File: config.mk
export PLATFORM = sky130hd
export DESIGN_NAME = conv_filter_pipe
export DESIGN_NICKNAME = d
export VERILOG_FILES = /design/src/rtl/conv_filter_pipe.sv
export SDC_FILE = /design/constraint.sdc
export NUM_CORES = 2
export LEC_CHECK = 0
export CORE_MARGIN = 2
export CORE_UTILIZATION = 46
export DETAILED_ROUTE_END_ITERATION = 6
export SYNTH_ARGS = -nofsm -noshare
export SYNTH_HDL_FRONTEND = slang
export SYNTH_SLANG_ARGS = --single-unit
export TNS_END_PERCENT = 1
File: constraint.sdc
create_clock -name i_clk -period 17 [get_ports i_clk]
set_input_delay 2.55 -clock i_clk [delete_from_list [all_inputs] [get_ports i_clk]]
set_output_delay 2.55 -clock i_clk [all_outputs]
set_load 0.005 [all_outputs]
File: src/rtl/conv_filter_pipe.sv
// conv_filter_pipe: signed 3x3 (or programmable) window convolution with
// clamp to the unsigned pixel range. Two-stage elastic pipeline:
//   S1 holds the full-precision accumulator and the shift chosen at accept,
//   S2 holds the clamped pixel plus its saturation flag.
// Built-in kernels (window index 0 top-left, row-major, centre = 4):
//   mode 0 Lap4  :  0 -1  0 / -1  4 -1 /  0 -1  0   shift 0
//   mode 1 Lap8  : -1 -1 -1 / -1  8 -1 / -1 -1 -1   shift 0
//   mode 2 Gauss :  1  2  1 /  2  4  2 /  1  2  1   shift 4
//   mode 3       : programmed coefficients and shift
module conv_filter_pipe #(
  parameter int P_DATA_BW  = 10,
  parameter int P_WIN_SIZE = 9,
  parameter int P_COEF_BW  = 6,
  parameter int P_SHIFT_BW = 4,
  parameter int P_CNT_BW   = 16
) (
  input  logic                              i_clk,
  input  logic                              i_rstn,
  input  logic [1:0]                        i_config,
  input  logic                              i_coef_we,
  input  logic [$clog2(P_WIN_SIZE)-1:0]     i_coef_addr,
  input  logic [P_COEF_BW-1:0]              i_coef_wdata,
  input  logic                              i_shift_we,
  input  logic [P_SHIFT_BW-1:0]             i_shift_wdata,
  input  logic                              i_dxi_in_valid,
  output logic                              o_dxi_in_ready,
  input  logic [P_DATA_BW*P_WIN_SIZE-1:0]   i_dxi_in_data,
  output logic [P_DATA_BW-1:0]              o_dxi_out_data,
  output logic                              o_dxi_out_sat,
  output logic                              o_dxi_out_valid,
  input  logic                              i_dxi_out_ready,
  input  logic                              i_sat_clr,
  output logic [P_CNT_BW-1:0]               o_sat_cnt
);

  localparam int ACC_BW = P_DATA_BW + P_COEF_BW + $clog2(P_WIN_SIZE) + 1;
  localparam int CENTRE = P_WIN_SIZE / 2;
  localparam logic signed [ACC_BW-1:0] C_PIX_MAX = ACC_BW'((1 << P_DATA_BW) - 1);

  // The built-in kernels are 3x3 only; any other window size cannot use them.
  if (P_WIN_SIZE != 9) begin : g_win_chk
    $error("conv_filter_pipe: built-in kernels require P_WIN_SIZE == 9");
  end

  logic signed [P_COEF_BW-1:0]  r_coef [P_WIN_SIZE];
  logic [P_SHIFT_BW-1:0]        r_shift_prog;
  logic                         r_v1;
  logic signed [ACC_BW-1:0]     r_acc;
  logic [P_SHIFT_BW-1:0]        r_sh1;
  logic                         r_v2;
  logic [P_DATA_BW-1:0]         r_data;
  logic                         r_sat;
  logic [P_CNT_BW-1:0]          r_sat_cnt;

  logic                         w_adv1;
  logic                         w_adv2;
  logic                         w_accept;
  logic signed [ACC_BW-1:0]     w_acc;
  logic signed [ACC_BW-1:0]     w_pix;
  logic signed [ACC_BW-1:0]     w_c;
  logic [P_SHIFT_BW-1:0]        w_shift_sel;
  logic signed [ACC_BW-1:0]     w_sh;
  logic [P_DATA_BW-1:0]         w_pix_out;
  logic                         w_sat;

  function automatic logic signed [ACC_BW-1:0] f_builtin(input logic [1:0] mode, input int k);
    int v;
    v = 0;
    case (mode)
      2'd0:    v = (k == 4) ? 4 : (((k % 2) == 1) ? -1 : 0);
      2'd1:    v = (k == 4) ? 8 : -1;
      default: v = (k == 4) ? 4 : (((k % 2) == 1) ? 2 : 1);
    endcase
    return ACC_BW'(v);
  endfunction

  assign w_adv2         = !r_v2 || i_dxi_out_ready;
  assign w_adv1         = !r_v1 || w_adv2;
  assign w_accept       = i_dxi_in_valid && w_adv1;
  assign o_dxi_in_ready = w_adv1;

  // Programmable coefficient file; reset to the identity kernel
  always_ff @(posedge i_clk or negedge i_rstn) begin
    if (!i_rstn) begin
      for (int k = 0; k < P_WIN_SIZE; k++) r_coef[k] <= '0;
      r_coef[CENTRE] <= P_COEF_BW'(1);
    end else if (i_coef_we && (int'(i_coef_addr) < P_WIN_SIZE)) begin
      r_coef[i_coef_addr] <= i_coef_wdata;
    end
  end

  // Programmable shift register
  always_ff @(posedge i_clk or negedge i_rstn) begin
    if (!i_rstn)         r_shift_prog <= '0;
    else if (i_shift_we) r_shift_prog <= i_shift_wdata;
  end

  // Full-precision multiply-accumulate of the incoming window
  always_comb begin
    w_acc = '0;
    w_pix = '0;
    w_c   = '0;
    for (int k = 0; k < P_WIN_SIZE; k++) begin
      w_pix = ACC_BW'({1'b0, i_dxi_in_data[k*P_DATA_BW +: P_DATA_BW]});
      w_c   = (i_config == 2'd3) ? ACC_BW'(r_coef[k]) : f_builtin(i_config, k);
      w_acc = w_acc + w_c * w_pix;
    end
  end

  // Shift is fixed by the mode, except for the programmable kernel
  always_comb begin
    w_shift_sel = '0;
    if (i_config == 2'd3)      w_shift_sel = r_shift_prog;
    else if (i_config == 2'd2) w_shift_sel = P_SHIFT_BW'(4);
  end

  // S1: capture accumulator and shift on accept
  always_ff @(posedge i_clk or negedge i_rstn) begin
    if (!i_rstn) begin
      r_v1  <= 1'b0;
      r_acc <= '0;
      r_sh1 <= '0;
    end else if (w_adv1) begin
      r_v1 <= i_dxi_in_valid;
      if (w_accept) begin
        r_acc <= w_acc;
        r_sh1 <= w_shift_sel;
      end
    end
  end

  // Floor shift and clamp into the unsigned pixel range
  always_comb begin
    w_sh      = r_acc >>> r_sh1;
    w_pix_out = w_sh[P_DATA_BW-1:0];
    w_sat     = 1'b0;
    if (w_sh[ACC_BW-1]) begin
      w_pix_out = '0;
      w_sat     = 1'b1;
    end else if (w_sh > C_PIX_MAX) begin
      w_pix_out = '1;
      w_sat     = 1'b1;
    end
  end

  // S2: output register, held while the consumer stalls
  always_ff @(posedge i_clk or negedge i_rstn) begin
    if (!i_rstn) begin
      r_v2   <= 1'b0;
      r_data <= '0;
      r_sat  <= 1'b0;
    end else if (w_adv2) begin
      r_v2 <= r_v1;
      if (r_v1) begin
        r_data <= w_pix_out;
        r_sat  <= w_sat;
      end
    end
  end

  // Saturating count of clamped beats entering S2; clear has priority
  always_ff @(posedge i_clk or negedge i_rstn) begin
    if (!i_rstn)                                           r_sat_cnt <= '0;
    else if (i_sat_clr)                                    r_sat_cnt <= '0;
    else if (w_adv2 && r_v1 && w_sat && (r_sat_cnt != '1)) r_sat_cnt <= r_sat_cnt + 1'b1;
  end

  assign o_dxi_out_data  = r_data;
  assign o_dxi_out_sat   = r_sat;
  assign o_dxi_out_valid = r_v2;
  assign o_sat_cnt       = r_sat_cnt;

endmodule
After elaboration in Yosys (flattened, before gate mapping)
Index checks and enable logic that the tools add are counted.
{"block": "totals", "regBits": 112, "output_inout_bits": 29, "wordCells": 83}
{"block": "op_classes", "add_sub_neg": 9, "n_mul": 9, "magnitude_cmp": 4, "n_eq_ne": 4, "shifts": 1, "muxes": 23, "bitwise": 1, "n_reduce_logical": 15}
{"cell": "21-bit two-way mux", "n": 10}
{"cell": "21-bit by 11-bit multiplier with 21-bit output", "n": 9}
{"cell": "21-bit adder", "n": 8}
{"cell": "54-bit bitwise mux", "n": 1}
{"cell": "21-bit one-hot mux with 2 select lines", "n": 1}
{"cell": "16-bit two-way mux", "n": 2}
{"cell": "6-bit demux with 4-bit select", "n": 1}
{"cell": "21-bit by 11-bit greater-than comparator with 1-bit output, second input constant", "n": 1}
{"cell": "21-bit by 4-bit >>> shifter with 21-bit output", "n": 1}
{"cell": "10-bit two-way mux", "n": 2}
{"cell": "16-bit by 1-bit adder with 16-bit output, second input constant", "n": 1}
{"cell": "16-bit inequality test, second input constant", "n": 1}
{"cell": "4-bit two-way mux", "n": 2}
{"cell": "1-bit logical AND", "n": 6}
{"cell": "6-bit two-way mux", "n": 1}
{"cell": "5-bit greater-or-equal comparator, second input constant", "n": 1}
{"cell": "5-bit by 1-bit less-than comparator with 1-bit output, second input constant", "n": 1}
{"cell": "4-bit NOT with 5-bit output", "n": 1}
{"cell": "2-bit == test, second input constant", "n": 2}
{"cell": "4-bit less-than comparator, second input constant", "n": 1}
{"cell": "2-bit AND reduction", "n": 2}
{"cell": "3-bit two-way mux", "n": 1}
{"cell": "2-bit by 1-bit == test with 1-bit output, second input constant", "n": 1}
{"cell": "1-bit logical NOT", "n": 2}
{"cell": "5 further kinds", "n": 7}

Logic depth before layout (Yosys ltp)
{"block": "depth", "word_depth": 13, "ltp_mapped": 33, "mapped_depth_nobuf": 31}

Worst setup path before layout
No wires, ideal clock.
{"block": "synth_path", "path_kind": "in2reg", "startpoint": "input i_config[1]", "endpoint": "register r_acc[16]", "arrival_time_ns": 11.033, "required_ns": 16.864, "path_slack_ns": 5.831, "cell_stages": 28, "path_buffers": 3, "cell_sequence": "clkbuf_1 clkbuf_1 buf_1 nand2_1 nand2_1 inv_1 fa_1 inv_1 fa_1 fa_1 fa_1 fa_1 inv_1 fa_1 fa_1 fa_1 fa_1 fa_1 inv_1 fa_1 inv_1 ha_1 a21o_1 a211oi_1 nor3_1 a211oi_1 xor2_1 o21ai_0"}
{"block": "synth_between", "elab_chain_len": 13, "elab_cells_between_ends": 33, "classes_between": "add/sub (8); mul (9); eq/ne (2); mux (12); reduce/logical (2)"}
{"element": "from (decl)", "line": "19", "source": "input logic [1:0] i_config,"}
{"element": "2-bit by 1-bit == test with 1-bit output / 2-bit logical NOT (equally long branches)", "line": "69", "source": "case (mode)"}
{"element": "2-bit OR reduction (no source line)"}
{"element": "21-bit two-way mux", "line": "69"}
{"element": "21-bit two-way mux", "line": "105", "source": "w_c = (i_config == 2'd3) ? ACC_BW'(r_coef[k]) : f_builtin(i_config, k);"}
{"element": "21-bit by 11-bit multiplier with 21-bit output", "line": "106", "source": "w_acc = w_acc + w_c * w_pix;"}
{"element": "21-bit adder (7 in series)", "line": "106"}
{"element": "21-bit adder (*)", "line": "106"}
{"element": "to (signal assigned)", "line": "126", "source": "r_acc <= w_acc;"}
{"element": "to (decl)", "line": "48", "source": "logic signed [ACC_BW-1:0] r_acc;"}
Every way passes the cells marked *; elsewhere a longest branch is shown, timed or not.
A chain may end at the register's enable or synchronous reset.

Final worst setup path
{"block": "layout_path", "startpoint": "input i_config[0]", "endpoint": "register r_acc[19]"}
The elaborated chain is that of the path after synthesis.

==> impl_metrics.json <==
{
  "post-route-period-util": 0.725,
  "vias": 21800,
  "fp-row-count": 99,
  "drv_cap": 0,
  "ys.flop_type": "dfrtp_1",
  "hold_viol_final": 0,
  "die-area_um2": 75100,
  "path_delay_family": "adder cells",
  "wl_per_cell_um": 20.2,
  "cts_tree": "yes",
  "diodes": 0,
  "cpMostUsedCell": "fa_1",
  "critPathBufInv": 10,
  "postCtsSetupBuffers": 0,
  "gr-total-overflow": 0,
  "rsz0062_at_grt": "false",
  "drt_pass1_iterations": 5,
  "cp.depth": 29,
  "grt_max_degree": 62,
  "timing.rr.start": "r_coef[41]$_DFFE_PN0P_",
  "r2r_setup_slack_ps": 7510,
  "fin_crit_ps": 12320,
  "slowest_stage": "fa_1",
  "cts.clk_slew.worst_paths_ps": 80,
  "synth-async-reset-ratio": 1.00,
  "skew_ps": 15.4,
  "drt-initial-drc-count": 1289,
  "antenna_found_initial": 1,
  "ios": 142,
  "ys_types": 64,
  "fin_setup_tns_ps": 0,
  "crit_path_start": "i_config[0]",
  "route.detailed.drc": 0,
  "clock-root-buffer": "clkbuf_16",
  "synth_area_per_cell_um2": 10.2,
  "wl_um": 88400,
  "synth-seq-cells": 112,
  "die_x_um": 274,
  "fmax_ghz": 0.0812,
  "dieHeight_um": 274,
  "cp_slowest_stage_delay_ps": 710,
  "portBuffers": 141,
  "crit_fanout": 26,
  "critPathKind": "primary input to flip-flop",
  "ant_nets": 0,
  "synth_nets": 4522,
  "vias_per_cell": 4.98,
  "slew_headroom": 0.195,
  "start_kind": "primary input",
  "syn_inst": 3282,
  "grt.total_usage": 0.247,
  "design.core.area_um2": 72600,
  "reg2reg_to": "r_acc[18]$_DFFE_PN0P_",
  "worstMarginPinSlew_ps": 1200,
  "netlist_area_um2": 33500,
  "place_congestion": 0.954,
  "cp.arrival_ps": 12610,
  "drv_slew": 0,
  "first_global_vias": 23600,
  "clock_latency_ps": 360,
  "cts_buffer_depth": 2,
  "yosysWarnings": 0,
  "start_util": 0.462,
  "ctsResizeCount": 0,
  "finalNetCount": 4647,
  "dpl.hpwl_um": 80100,
  "cts.htree.levels": 3,
  "synth-edff-count": 0,
  "hp-class": "flip-flop to flip-flop",
  "hold_buffers": 0,
  "clkSinkCount": 112,
  "synth-seq-area-share": 0.0836,
  "layout-drive-gt1-share": 0.0337,
  "finalSetupViolCount": 0,
  "run_status": "completed",
  "area_growth_pct": 8.46,
  "worst_ep_required_time_ps": 17290,
  "endpoint_kind": "flip-flop",
  "critPathCapture": "r_acc[19]$_DFFE_PN0P_",
  "cts_buffers": 9,
  "grt_pass1_wl_um": 140000,
  "reg2reg_depth": 26
}
worst min-delay path by stage:
stage	slack (ps)	startpoint	depth (start not counted)	endpoint
2_1_floorplan	440	r_acc[0]$_DFFE_PN0P_	2	r_acc[0]$_DFFE_PN0P_
3_3_place_gp	470	o_dxi_out_sat$_DFFE_PN0P_	2	o_dxi_out_sat$_DFFE_PN0P_
3_5_place_dp	470	o_dxi_out_sat$_DFFE_PN0P_	2	o_dxi_out_sat$_DFFE_PN0P_
4_1_cts	490	o_dxi_out_sat$_DFFE_PN0P_	2	o_dxi_out_sat$_DFFE_PN0P_
5_1_grt	520	r_coef[48]$_DFFE_PN0P_	1	r_coef[48]$_DFFE_PN0P_
6_report	490	o_dxi_out_sat$_DFFE_PN0P_	2	o_dxi_out_sat$_DFFE_PN0P_
synthesized netlist by cell type, drive strengths merged (7+ instances only):
cell	n	area share
o21a	9	0.0022
inv	958	0.11
nor3	14	0.0027
and2	277	0.052
nor2b	42	0.0078
mux2	56	0.019
xnor2	18	0.0047
a21oi	64	0.0095
nand3	20	0.0030
fa	852	0.51
nand2	295	0.033
clkbuf	35	0.0039
o31ai	7	0.0016
buf	12	0.0028
ha	275	0.10
and3	28	0.0052
nand2b	23	0.0043
nor2	38	0.0043
a31oi	7	0.0013
dfrtp	111	0.083
o21ai	37	0.0055
mux4	22	0.016
layout make-up:
type,instances,area (µm²)
tap,959,1200
sequential,112,2800
inverter,958,3600
clock inverter,6,70.1
multi-input combinational,2165,26900
clock buffer,10,239
timing repair buffer,161,1550
fill,6780,36200
cells in the final DEF, fill, tap and decap left out, types with 38 or more instances in the layout:
| cell | count |
|---|---|
| nor2b_1 | 42 |
| inv_1 | 958 |
| ha_1 | 275 |
| a21oi_1 | 64 |
| dfrtp_1 | 111 |
| mux2_2 | 52 |
| clkdlybuf4s50_1 | 139 |
| and2_1 | 277 |
| nor2_1 | 38 |
| nand2_1 | 295 |
| fa_1 | 852 |
metrics by stage:
stage	instances	area [µm²]	worst slack (ps)	util	hold slack (ps)
floorplan	3282	33500	5830	-	441
global placement	4355	36100	4420	0.497	473
detailed placement	4355	36100	4320	0.497	473
CTS	4371	36400	4690	0.501	493
global route	4371	36400	4180	0.501	522
finish	4371	36400	4680	0.501	489
per-layer routing:
| layer | track usage | routed length [µm] |
|---|---|---|
| met1 | 0.354 | 40000 |
| met2 | 0.411 | 42900 |
| met3 | 0.0343 | 4250 |
| met4 | 0.0339 | 1180 |
| met5 | 0 | 0 |
cells by family (layout without fill, tap and decap cells):
kind of cell / after synthesis / in the layout / synth area share
flops: 112 / 112 / 0.0836
mux: 80 / 80 / 0.0353
simple gates: 769 / 769 / 0.119
buf+inv: 1005 / 1135 / 0.114
xor+xnor: 25 / 25 / 0.00694
compound gates: 164 / 164 / 0.0301
fa+ha+maj: 1127 / 1127 / 0.611
flip-flops by register name (all words and copies together) (netlist names):
register,cells
r_acc,21
r_sh1,4
o_sat_cnt,16
r_v1,1
o_dxi_out_valid,1
r_shift_prog,4
o_dxi_out_data,10
o_dxi_out_sat,1
r_coef,54
worst reg2reg max path, stage by stage (launching register included):
cell and delay (ps):
dfrtp_1 330, inv_1 60, a21oi_1 720, nand2_1 300
fa_1 720, inv_1 200, fa_1 550, inv_1 70
fa_1 560, inv_1 70, fa_1 480, fa_1 590
fa_1 430, fa_1 610, fa_1 480, fa_1 470
fa_1 490, inv_1 60, fa_1 490, inv_1 50
ha_1 350, a21o_1 240, a211oi_1 400, nor3_1 110
a211oi_1 290, or3_1 150, a31oi_1 70
Power is not shown: default switching activity piles up to over one toggle a cycle in this logic, so the estimate is an artifact.
